$ cat src/rtl/serial_adder_pkg.sv
// Shared types/constants for the serial adder host: FSM states, default width, adder latency.
// Latency: n/a (declarations only). Backpressure: n/a.
package serial_adder_pkg;

    localparam int OP_W_DEF  = 2;
    localparam int ADDER_LAT = 3;

    typedef enum logic [2:0] {
        ST_IDLE = 3'd0,
        ST_SEND = 3'd1,
        ST_WAIT = 3'd2,
        ST_RECV = 3'd3,
        ST_HOLD = 3'd4
    } host_state_e;

endpackage

$ cat src/rtl/serial_shift_reg.sv
// Shift register with parallel load, MSB-side serial out and LSB-side serial in.
// Latency: one cycle per load/shift. Backpressure: none, load wins over shift.
module serial_shift_reg #(
    parameter int W = 2
) (
    input  logic         clk,
    input  logic         rst_n,
    input  logic         load,
    input  logic [W-1:0] load_val,
    input  logic         shift,
    input  logic         sin,
    output logic [W-1:0] q
);

    always_ff @(posedge clk or negedge rst_n) begin
        if (!rst_n) begin
            q <= '0;
        end else if (load) begin
            q <= load_val;
        end else if (shift) begin
            q <= (q << 1) | W'(sin);
        end
    end

endmodule

$ cat src/rtl/serial_adder_host.sv
// Serialises operand pairs MSB-first to the serial adder and reassembles its OP_W+1 bit result.
// Latency: accept to out_valid OP_W+5 cycles. Backpressure: in_ready only in IDLE, result held until out_ready.
// Optional WAIT timeout via SERIAL_ADDER_HOST_TIMEOUT_EN.
module serial_adder_host
    import serial_adder_pkg::*;
#(
    parameter int OP_W    = OP_W_DEF,
    parameter int TIMEOUT = 8
) (
    input  logic          clk,
    input  logic          rst_n,
    input  logic          in_valid,
    output logic          in_ready,
    input  logic [OP_W-1:0] in_a,
    input  logic [OP_W-1:0] in_b,
    output logic          ser_en,
    output logic          ser_a,
    output logic          ser_b,
    input  logic          res_en,
    input  logic          res_bit,
    output logic          out_valid,
    input  logic          out_ready,
    output logic [OP_W:0] out_sum,
    output logic          err
);

    localparam int CW = $clog2(OP_W + 1);

    host_state_e     state;
    logic [CW-1:0]   cnt;
    logic [OP_W-1:0] a_q;
    logic [OP_W-1:0] b_q;
    logic [OP_W:0]   sum_q;
    logic            accept;
    logic            op_shift;
    logic            res_load;
    logic            res_shift;
    logic [OP_W:0]   res_val;

`ifdef SERIAL_ADDER_HOST_TIMEOUT_EN
    localparam int TW = $clog2(TIMEOUT + 1);
    logic [TW-1:0] wait_cnt;
`endif

    always_comb begin
        accept    = in_valid && in_ready;
        op_shift  = (state == ST_SEND);
        // WAIT capture seeds the result with its MSB; a RECV dropout clears the partial result.
        res_load  = ((state == ST_WAIT) && res_en) || ((state == ST_RECV) && !res_en);
        res_val   = (state == ST_WAIT) ? {{OP_W{1'b0}}, res_bit} : '0;
        res_shift = (state == ST_RECV) && res_en;
    end

    serial_shift_reg #(.W(OP_W)) u_sr_a (
        .clk(clk), .rst_n(rst_n), .load(accept), .load_val(in_a),
        .shift(op_shift), .sin(1'b0), .q(a_q)
    );

    serial_shift_reg #(.W(OP_W)) u_sr_b (
        .clk(clk), .rst_n(rst_n), .load(accept), .load_val(in_b),
        .shift(op_shift), .sin(1'b0), .q(b_q)
    );

    serial_shift_reg #(.W(OP_W + 1)) u_sr_res (
        .clk(clk), .rst_n(rst_n), .load(res_load), .load_val(res_val),
        .shift(res_shift), .sin(res_bit), .q(sum_q)
    );

    // Operand registers shift in zeros, so their MSBs are already 0 outside SEND.
    assign ser_a   = a_q[OP_W-1];
    assign ser_b   = b_q[OP_W-1];
    assign out_sum = sum_q;

    always_ff @(posedge clk or negedge rst_n) begin
        if (!rst_n) begin
            state     <= ST_IDLE;
            cnt       <= '0;
            in_ready  <= 1'b1;
            ser_en    <= 1'b0;
            out_valid <= 1'b0;
            err       <= 1'b0;
`ifdef SERIAL_ADDER_HOST_TIMEOUT_EN
            wait_cnt  <= '0;
`endif
        end else begin
            err <= 1'b0;
            case (state)
                ST_IDLE: begin
                    if (accept) begin
                        cnt      <= CW'(OP_W);
                        in_ready <= 1'b0;
                        ser_en   <= 1'b1;
                        state    <= ST_SEND;
                    end
                end
                ST_SEND: begin
                    cnt <= cnt - 1'b1;
                    if (cnt == CW'(1)) begin
                        ser_en <= 1'b0;
                        state  <= ST_WAIT;
`ifdef SERIAL_ADDER_HOST_TIMEOUT_EN
                        wait_cnt <= '0;
`endif
                    end
                end
                ST_WAIT: begin
                    if (res_en) begin
                        cnt   <= CW'(OP_W);
                        state <= ST_RECV;
                    end
`ifdef SERIAL_ADDER_HOST_TIMEOUT_EN
                    else if (wait_cnt == TW'(TIMEOUT - 1)) begin
                        err      <= 1'b1;
                        in_ready <= 1'b1;
                        state    <= ST_IDLE;
                    end else begin
                        wait_cnt <= wait_cnt + 1'b1;
                    end
`endif
                end
                ST_RECV: begin
                    if (!res_en) begin
                        err      <= 1'b1;
                        in_ready <= 1'b1;
                        state    <= ST_IDLE;
                    end else begin
                        cnt <= cnt - 1'b1;
                        if (cnt == CW'(1)) begin
                            out_valid <= 1'b1;
                            state     <= ST_HOLD;
                        end
                    end
                end
                ST_HOLD: begin
                    if (out_ready) begin
                        out_valid <= 1'b0;
                        in_ready  <= 1'b1;
                        state     <= ST_IDLE;
                    end
                end
                default: begin
                    in_ready <= 1'b1;
                    state    <= ST_IDLE;
                end
            endcase
        end
    end

endmodule
$ cat config.mk
export PLATFORM = sky130hd
export DESIGN_NAME = serial_adder_host
export DESIGN_NICKNAME = d
export VERILOG_FILES = /design/src/rtl/serial_adder_pkg.sv /design/src/rtl/serial_shift_reg.sv /design/src/rtl/serial_adder_host.sv
export SDC_FILE = /design/constraint.sdc
export NUM_CORES = 1
export LEC_CHECK = 0
export BUFFER_PORTS_ARGS = -buffer_cell sky130_fd_sc_hd__buf_2
export CORE_MARGIN = 4
export CORE_UTILIZATION = 46
export CTS_CLUSTER_DIAMETER = 50
export DETAILED_ROUTE_END_ITERATION = 16
export PLACE_DENSITY = 0.77
export REMOVE_ABC_BUFFERS = 1
export SLEW_MARGIN = 25
export SYNTH_ARGS = -nofsm -noshare
export SYNTH_HDL_FRONTEND = slang
export SYNTH_HIERARCHICAL = 1
export SYNTH_SLANG_ARGS = --single-unit
$ cat constraint.sdc
create_clock -name clk -period 1.73 [get_ports clk]
set_input_delay 0.0865 -clock clk [delete_from_list [all_inputs] [get_ports clk]]
set_output_delay 0.0865 -clock clk [all_outputs]
set_load 0.005 [all_outputs]
==> results.cfg <==
[logic_synthesis]
yosys.area.top_type = dfrtp_1
synth-async-reset-ratio_pct = 100
synthCells = 82
syn_area_per_cell_um2 = 9.90
synth_edf_count = 0
ys_ff_latch = 16
synth_flop_cell = dfrtp_1
synth_area_leaders = dfrtp_1, mux2i_1, o21ai_1, nand2_1, dfstp_2
syn_area_um2 = 812
ys_seq_area_share_pct = 49.5
ys_types = 31
synth_top_area_share_pct = 46.2
ys_warn_count = 6

[worst_setup_path]
cp.arrival_ns = 1.54
worstPathRequired_ns = 1.89
crit_path_max_fanout = 10
cp-end-kind = register
crit_path_start_kind = register
critPathKind = reg -> reg

[detailed_routing]
drtAntennaViolNets = 0
drc = 0
vias = 661
drt-total-wl_um = 1550
vias_per_cell = 5.01
wl_per_cell_um = 11.7
drtIter0Drc = 8
first_pass_iters = 4

[sta]
setup_violations = 0
final_hold_viol_count = 0
period_minus_slack_ns = 1.38
fin_setup_tns_ns = 0
finClkSkew_ns = 0.00269
max_freq_mhz = 724
slew_viol_final = 0
finalCritPeriodShare_pct = 79.9
rsz0062_at_grt = false

[layout]
drive_gt1_share_pct = 26.9
postLayoutCoreUtil_pct = 62.2
regArea_um2 = 402
layout_commonest_cell = buf_2
final_nets = 120
fillers = 143
final_area_um2 = 991
antenna-diode-count = 0
multiInputGateArea_um2 = 385
syn_to_final_growth_pct = 22.0
layout_common_cells = buf_2, dfrtp_1, nand2_1

[clocking]
cts_max_path_buffers = 2
clkSlewWorstSetupHoldPaths_ns = 0.09
cts.repair.resized = 0
clock_latency_ns = 0.28
root_buffer = clkbuf_4
h-tree-depth = 1
cts_setup_buffers = 0
clock-sinks = 16
cts_tree = done
cts_buffers = 3

[placement]
dpl.hpwl_um = 1180
place_area_um2 = 945
globalplace.congestion = 0.808
io_buffers = 18

[pwr]
power_leakage_nw = 0.470
p_per_area_nw_per_um2 = 1650
peakVddDrop_v = 0.000959

[global_routing]
grtUsageMet3_pct = 2.11
grt_pass1_vias = 641
antenna_found_initial = 0
globalRouteTotalUtil_pct = 13.8
grt-ovfl-total = 0
grt_max_degree = 17
use_met2_pct = 21.7
met1_usage_pct = 18.8
top_usage_layer = met2
grt_pass1_wl_um = 2730

[die]
die_area_um2 = 2500
rows = 14
ios = 19
fp.dieH_um = 50.0
start_util_pct = 50.9
coreArea_um2 = 1590
die_w_um = 50.0

[hold_path]
hold_class = in -> reg

[run_status]
status = complete, no violations

[job]
drv_cap = 0
==> metal layers <==
| metal | share of wire [%] | vias to the layer above |
|---|---|---|
| met4 | 0.71 | 0 |
| li1 | - | 338 |
| met3 | 5.2 | 2 |
| met5 | 0 | - |
| met2 | 48 | 17 |
| met1 | 46 | 304 |
==> per-stage QoR <==
stage / power [mW] / hold slack (ns) / cells / worst slack [ns]
floorplan: 1.14 / -0.209 / 82 / 0.375
global placement: 1.37 / 0.0143 / 127 / 0.394
detailed placement: 1.40 / 0.0191 / 127 / 0.355
CTS: 1.65 / 0.0104 / 132 / 0.345
global route: 1.79 / 0.0190 / 132 / 0.245
finish: 1.63 / 0.0180 / 132 / 0.348
==> power breakdown <==
group / switching [mW] / total, mW / internal (mW) / leakage [nW]
Combinational: 0.348 / 0.704 / 0.357 / 0.254
Sequential: 0.143 / 0.686 / 0.543 / 0.195
Clock: 0.115 / 0.242 / 0.128 / 0.0210
Total: 0.605 / 1.63 / 1.03 / 0.470
==> cells in the mapped netlist (all sizes together) (2+ instances only) <==
cell type  number
nor2            5
mux2i           8
a311oi          2
buf             3
o21ai          10
nand2          12
dfrtp          15
nand2b          2
a21oi           3
inv             4
==> registers in the layout, summed over array words and instances (netlist names) <==
register / count
cnt: 2
err: 1
in_ready: 1
out_valid: 1
ser_en: 1
state: 3
u_sr_a/q: 2
u_sr_b/q: 2
u_sr_res/q: 3
==> worst paths after layout <==
check | start | to | slack (ns) | cells after the start
setup / recovery | state[2]$_DFFE_PN0P_ | u_sr_res/q[1]$_DFFE_PN0P_ | 0.35 | 4
hold / removal | in_b[0] | u_sr_b/q[0]$_DFFE_PN0P_ | 0.02 | 3
setup reg to reg | state[2]$_DFFE_PN0P_ | u_sr_res/q[1]$_DFFE_PN0P_ | 0.35 | 4
hold reg to reg | cnt[0]$_DFFE_PN0P_ | cnt[0]$_DFFE_PN0P_ | 0.49 | 1
max in group asynchronous | rst_n | in_ready$_DFFE_PN1P_ | 1.19 | 2
min in group asynchronous | rst_n | state[2]$_DFFE_PN0P_ | 0.23 | 2
==> repair_timing <==
item / in CTS / in global routing
hold buffers: 1 / 0
endpoints found under the hold margin: 15 / 0
setup endpoints to repair: 0 / 0
==> area by class of cell <==
| type | instances | area share (%) |
|---|---|---|
| Sequential cell | 16 | 40.5 |
| Timing Repair Buffer | 22 | 12.4 |
| Multi-Input combinational cell | 62 | 38.9 |
| Tap cell | 24 | 3.03 |
| Inverter | 4 | 1.52 |
| Clock buffer | 4 | 3.66 |
==> critical path, stage by stage (launching register included) <==
cell and delay [ns]:
dfrtp_1 0.49, nor2b_1 0.23, and3_1 0.27, mux2i_1 0.20, o21ai_1 0.07
==> kinds of logic (layout without fill, tap and decap cells) <==
logic type	after synthesis	in the layout	synth area share, %
compound gates	21	21	16.5
xor+xnor	1	1	1.08
fa+ha+maj	1	1	1.54
buf+inv	7	30	4.47
flops	16	16	49.5
mux	8	8	9.86
other cells	1	4	0.462
simple gates	27	27	16.6
(Power assumes the default switching activity.)
